[src/rtl/mux_n1_stream_pkg.sv]
// Shared constants and helpers for the N:1 streaming multiplexer.
package mux_pkg;

    localparam int unsigned MODE_SEL = 0;
    localparam int unsigned MODE_RR  = 1;

    // Index width for n items, never narrower than one bit.
    function automatic int unsigned clog2_min1(input int unsigned n);
        int unsigned r;
        r = 0;
        for (int unsigned i = 0; i < 32; i++) begin
            if ((64'(1) << i) < 64'(n)) r = i + 1;
        end
        return (r == 0) ? 1 : r;
    endfunction

endpackage

[src/rtl/mux_n1_stream_rr_arbiter.sv]
// Combinational round-robin arbiter: lowest requester at or above ptr, else lowest overall.
module rr_arbiter
    import mux_pkg::*;
#(
    parameter int unsigned N    = 4,
    parameter int unsigned SELW = clog2_min1(N)
) (
    input  logic [N-1:0]    req,
    input  logic [SELW-1:0] ptr,
    output logic            gnt_vld,
    output logic [SELW-1:0] gnt_idx
);

    logic            hi_vld;
    logic [SELW-1:0] hi_idx;
    logic [SELW-1:0] lo_idx;

    // Two-pass scan replaces a wrapped search, so no modulo of N is needed.
    always_comb begin
        hi_vld = 1'b0;
        hi_idx = '0;
        lo_idx = '0;
        for (int unsigned i = N; i > 0; i--) begin
            if (req[i-1]) begin
                lo_idx = SELW'(i - 1);
                if (SELW'(i - 1) >= ptr) begin
                    hi_vld = 1'b1;
                    hi_idx = SELW'(i - 1);
                end
            end
        end
        gnt_vld = |req;
        gnt_idx = hi_vld ? hi_idx : lo_idx;
    end

endmodule

[src/rtl/mux_n1_stream.sv]
// N:1 W-bit valid/ready multiplexer with one registered output stage.
// MODE selects SEL-driven choice or round-robin arbitration among valid inputs.
module mux_n1_stream
    import mux_pkg::*;
#(
    parameter  int unsigned N    = 4,
    parameter  int unsigned W    = 8,
    parameter  int unsigned MODE = MODE_SEL,
    localparam int unsigned SELW = clog2_min1(N)
) (
    input  logic              CLK,
    input  logic              RST,
    input  logic [N*W-1:0]    IN_DATA,
    input  logic [N-1:0]      IN_VALID,
    output logic [N-1:0]      IN_READY,
    input  logic [SELW-1:0]   SEL,
    output logic [W-1:0]      Z,
    output logic              Z_VALID,
    input  logic              Z_READY,
    output logic [SELW-1:0]   Z_SRC
);

    logic            ld;
    logic            tx;
    logic            gnt_vld;
    logic [SELW-1:0] gnt_idx;
    logic [W-1:0]    gnt_data;

    assign ld = !Z_VALID | Z_READY;

    if (MODE == MODE_RR) begin : g_rr
        logic [SELW-1:0] ptr;

        rr_arbiter #(.N(N), .SELW(SELW)) u_arb (
            .req     (IN_VALID),
            .ptr     (ptr),
            .gnt_vld (gnt_vld),
            .gnt_idx (gnt_idx)
        );

        always_ff @(posedge CLK) begin
            if (RST) begin
                ptr <= '0;
            end else if (tx) begin
                ptr <= (gnt_idx == SELW'(N - 1)) ? '0 : gnt_idx + SELW'(1);
            end
        end
    end else if (N == 1) begin : g_single
        assign gnt_vld = 1'b1;
        assign gnt_idx = '0;
    end else begin : g_sel
        assign gnt_vld = 32'(SEL) < N;
        assign gnt_idx = SEL;
    end

    always_comb begin
        IN_READY = '0;
        for (int unsigned i = 0; i < N; i++) begin
            IN_READY[i] = ld & gnt_vld & (gnt_idx == SELW'(i)) & !RST;
        end
    end

    assign tx = |(IN_READY & IN_VALID);

    // Decoded mux keeps an out-of-range SEL from indexing past IN_DATA.
    always_comb begin
        gnt_data = '0;
        for (int unsigned i = 0; i < N; i++) begin
            if (gnt_idx == SELW'(i)) gnt_data = IN_DATA[i*W +: W];
        end
    end

    always_ff @(posedge CLK) begin
        if (RST) begin
            Z       <= '0;
            Z_VALID <= 1'b0;
            Z_SRC   <= '0;
        end else if (tx) begin
            Z       <= gnt_data;
            Z_VALID <= 1'b1;
            Z_SRC   <= gnt_idx;
        end else if (Z_READY) begin
            Z_VALID <= 1'b0;
        end
    end

endmodule

[config.mk]
export PLATFORM = sky130hd
export DESIGN_NAME = mux_n1_stream
export DESIGN_NICKNAME = d
export VERILOG_FILES = /design/src/rtl/mux_n1_stream_pkg.sv /design/src/rtl/mux_n1_stream_rr_arbiter.sv /design/src/rtl/mux_n1_stream.sv
export SDC_FILE = /design/constraint.sdc
export NUM_CORES = 1
export LEC_CHECK = 0
export CAP_MARGIN = 5
export CORE_MARGIN = 5
export CORE_UTILIZATION = 36
export CTS_BUF_LIST = sky130_fd_sc_hd__clkbuf_16
export DETAILED_ROUTE_END_ITERATION = 10
export PLACE_DENSITY = 0.84
export SLEW_MARGIN = 5
export SYNTH_ARGS = -nofsm -noshare
export SYNTH_HDL_FRONTEND = slang
export SYNTH_SLANG_ARGS = --single-unit
[constraint.sdc]
create_clock -name CLK -period 4.2 [get_ports CLK]
set_input_delay 0.84 -clock CLK [delete_from_list [all_inputs] [get_ports CLK]]
set_output_delay 0.84 -clock CLK [all_outputs]
set_load 0.03 [all_outputs]
**Word level (Yosys, flattened, before mapping)**

Index checks and enable logic that the tools add are counted.
Widths: inputs -> output; s select.

- Register bits after elaboration: 11
- Output and inout bits: 15
- Word-level logic and storage cells: 27
- Input port bits: 41

- Reductions and logical operators: 5
- Equality and inequality tests: 3
- Mux-type cells: 6
- Bitwise logic cells: 10

Operators by type and width:

| cell | count |
|---|---|
| $mux 8 | 4 |
| $and 1x1->1 | 8 |
| $and 4x4->4 | 1 |
| $eq 2x2->1 const B | 2 |
| $reduce_or 4->1 | 1 |
| $eq 2x1->1 const B | 1 |
| $logic_not 1->1 | 2 |
| $logic_not 2->1 | 1 |
| $mux 1 | 2 |
| $reduce_bool 2->1 | 1 |
| $or 1x1->1 | 1 |

**Depth between registers and ports, before layout**

Gate-level depths: netlist (run 1).

- Word-level depth: 7
- Mapped depth: 6
- Mapped depth without buffers: 4

**Least setup slack after synthesis (run 1)**

Ideal clock, no wire load.

- Path type: input-to-output
- From: input SEL[0]
- To: output IN_READY[3]
- Arrival: 2.275 ns
- Path slack: 1.085 ns
- Data required time: 3.360 ns
- Buffers on the path: 2
- Cell stages on the path: 4
- Path through: buf_4 buf_6 inv_2 nor4b_1

- Cells in the longest elaborated chain, start to end: 3

RTL lines:

| item | line | RTL |
|---|---|---|
| start, declared | mux_n1_stream.sv:16 | `input logic [SELW-1:0] SEL,` |
| $eq 2x2->1 | mux_n1_stream.sv:59 | `IN_READY[i] = ld & gnt_vld & (gnt_idx == SELW'(i)) & !RST;` |
| $and 1x1->1 (2 in series) | mux_n1_stream.sv:59 |  |
| end, declared | mux_n1_stream.sv:15 | `output logic [N-1:0] IN_READY,` |

Every way passes these cells.

**Worst setup path in the final report (run 1)**

Same ends and word-level chain as after synthesis.

==> reports/summary.txt, run 1 <==
status: completed
Rows: 16
overall power: 425 uW
critical path startpoint: SEL[0]
Multi-input gate area: 467 um2
Pint: 315 uW
GRT Overall Usage: 15.9%
CORE AREA: 1980 um2
synthesized area: 757 um2
area grow syn2layout: 80.8%
first-pass GRT wire length: 3910 um
slowest CP cell: clkdlybuf4s50_1
storage element area: 220 um2
required time of the critical path: 3360 ps
first drt pass iteration count: 4
setup skew after layout: 2.30 ps
detailed placement HPWL: 2040 um
commonest non-fill, non-tap cell in the layout: clkdlybuf4s50_1
delay-heaviest family, CP: buffers and inverters
CP Depth: 4
DRC errors left: 0
CP Launch Type: input pin
Logic pwr share: 32.2%
Slew headroom: 60.1%
ANT nets after route: 0
Cells after Synth: 74
total grt overflow: 0
final period utilization: 85.4%
CP peak stage delay: 760 ps
CTS Buf Count: 3
min Tclk post-route: 3590 ps
Final Hold Viols: 0
Yosys reg bits: 11
Clk pin slew, worst setup/hold paths: 40 ps
Power per Cell Area: 310 nW/um2
Via Count: 845
crit path capture type: output port
post-synth top area share: 29.1%
final hold slack: 469 ps
Ys Warns: 0
crit path kind: input pin to output port
die width: 55.9 um
initial drt markers: 34
Critical Path AT: 2750 ps
routed vias/inst: 5.49
Max clock buf depth: 2
Die Height: 55.9 um
pin count of the biggest net entering global routing: 16
via count of the first global-routing pass: 812
Cell Chain, Critical Path: clkdlybuf4s50_1 > inv_2 > nor4b_1 > clkdlybuf4s50_1
worst setup margin: 613 ps
R2R depth: 4
die footprint: 3120 um2
setup TNS: 0 ps
Max Fclk: 279 MHz
max-capacitance violation count: 0
Placed Area: 1290 um2
flop2flop setup slack: 2540 ps
drt total wl: 2500 um
syn_nets: 115
Starting Density: 38.2%
clock insertion delay at the later pin of the skew report: 240 ps
Netlist cell types: 27
Synth area leaders: dfxtp_1, mux4_2, a21oi_1, nand3_1, buf_6
RePlAce Congestion: 0.757
cell area after layout: 1370 um2
WL per Instance: 16.2 um
Crit Reg-Reg Startpoint: Z_VALID
Slew Limit Fails: 0
CTS Hold Bufs: 0
CP bufs+invs: 3
hold crit path type: flop to flop
layout cells sized above 1: 15.0%
CP endpoint: IN_READY[3]
Place WS: 603 ps
sw power: 110 uW
synthesized area per cell: 10.2 um2
port bufs: 55
diodes inserted: 0
CTS tree: yes
post-cts resize count: 0
post-synth top area cell: dfxtp_1
Clk pwr share: 39.7%
Setup Fix Bufs, Post-CTS: 0
register area share after synthesis: 29.1%
initial antenna violation count: 0
Fill cells: 148
CP most frequent cell: clkdlybuf4s50_1
P_leak: 0.486 nW
CTS HTree Levels: 1
RSZ-0062 raised after global routing: false
Ports: 56
Sink Count: 11
VDD IR max: 0.243 mV
fin nets: 169
clk root buf: clkbuf_16
worst r2r dst: Z[2]
Least-Margin Pin Slew: 597 ps
most frequent cells in the layout: clkdlybuf4s50_1, dfxtp_1, nand3_1, a21oi_1
Sequential Power Share: 28.2%
CP max FO: 8
setup violators final: 0
Sw Ratio: 25.8%
flip-flops by register name (all words and copies together) (netlist names):
register / count
Z_SRC: 2
Z_VALID: 1
Z: 8
worst register-to-register path, cell delays in order, from the launching register on:
cell and delay (ps):
dfxtp_1 360, nor2b_1 520, or3_1 400, nand3_1 140, a21oi_1 160
through the flow:
step	cells	utilization, %
detailed placement	150	65.1
global route	154	69.1
floorplan	74	-
global placement	150	65.1
CTS	154	69.1
finish	154	69.1
logic make-up (layout without fill, tap and decap cells):
kind of cell	count (synthesis)	count (layout)	share of synthesized area [%]
and+or+nand+nor	25	25	20.3
AOI/OAI and AO/OA	18	18	12.4
muxes	11	11	28.9
DFF	11	11	29.1
buffers and inverters	9	62	9.25
worst min-delay path by stage:
stage / from / end / slack (ps) / cells past startpoint
after floorplan: Z[0] / Z[0] / 590 / 2
after global placement: Z[4] / Z[4] / 450 / 2
after detailed placement: Z[1] / Z[1] / 460 / 2
after CTS: Z[1] / Z[1] / 470 / 2
after global routing: Z[0] / Z[0] / 480 / 2
final: Z[4] / Z[4] / 470 / 2
cell type report:
cell class              instances  share of cell area, %
inverters                       1                  0.274
multi-input cells              54                   34.1
flip-flops and latches         11                   16.1
clock buffers                   3                   5.48
clock inverters                 1                  0.274
well taps                      27                   2.47
repair buffers                 57                   41.3
cells in the mapped netlist:
master    number
nor4_1         2
o21ai_1        8
or3_1          1
mux4_2         8
nand2b_1       1
clkbuf_2       1
dfxtp_1       11
buf_2          1
inv_2          1
or2_1          1
nand2_1        1
mux2_4         1
buf_4          1
clkbuf_1       1
and3_1         1
nand3_1        9
nor3_1         2
mux2i_1        1
nor3_4         1
mux2i_2        1
a21oi_2        1
buf_6          4
nor2_1         2
nor3_2         1
a21oi_1        9
nor2b_1        1
nor4b_1        2
routing by layer:
| layer | share of wire (%) | routed length [um] | up-vias | GRT usage, % |
|---|---|---|---|---|
| li1 | - | - | 391 | - |
| met5 | 0 | 0 | - | 0 |
| met1 | 40 | 1000 | 407 | 19.2 |
| met3 | 9.1 | 227 | 4 | 6.26 |
| met2 | 50 | 1240 | 43 | 26.4 |
| met4 | 1.0 | 25 | 0 | 4.07 |
power groups by stage:
stage          clock network (mW)  registers, mW  logic (mW)
5_1_grt                     0.176          0.121       0.145
3_3_place_gp                    0          0.121       0.133
6_report                    0.168          0.120       0.137
3_5_place_dp                    0          0.121       0.136
4_1_cts                     0.169          0.120       0.137
2_1_floorplan                   0          0.138      0.0558
No activity file was read; power rests on OpenSTA's default activity.
==> inputs of run 2 (changes only) <==
SLEW_MARGIN = 15   (was 5)
==> results of run 2 <==
Same layout as run 1: the final DEF is identical, and so are final timing and power.
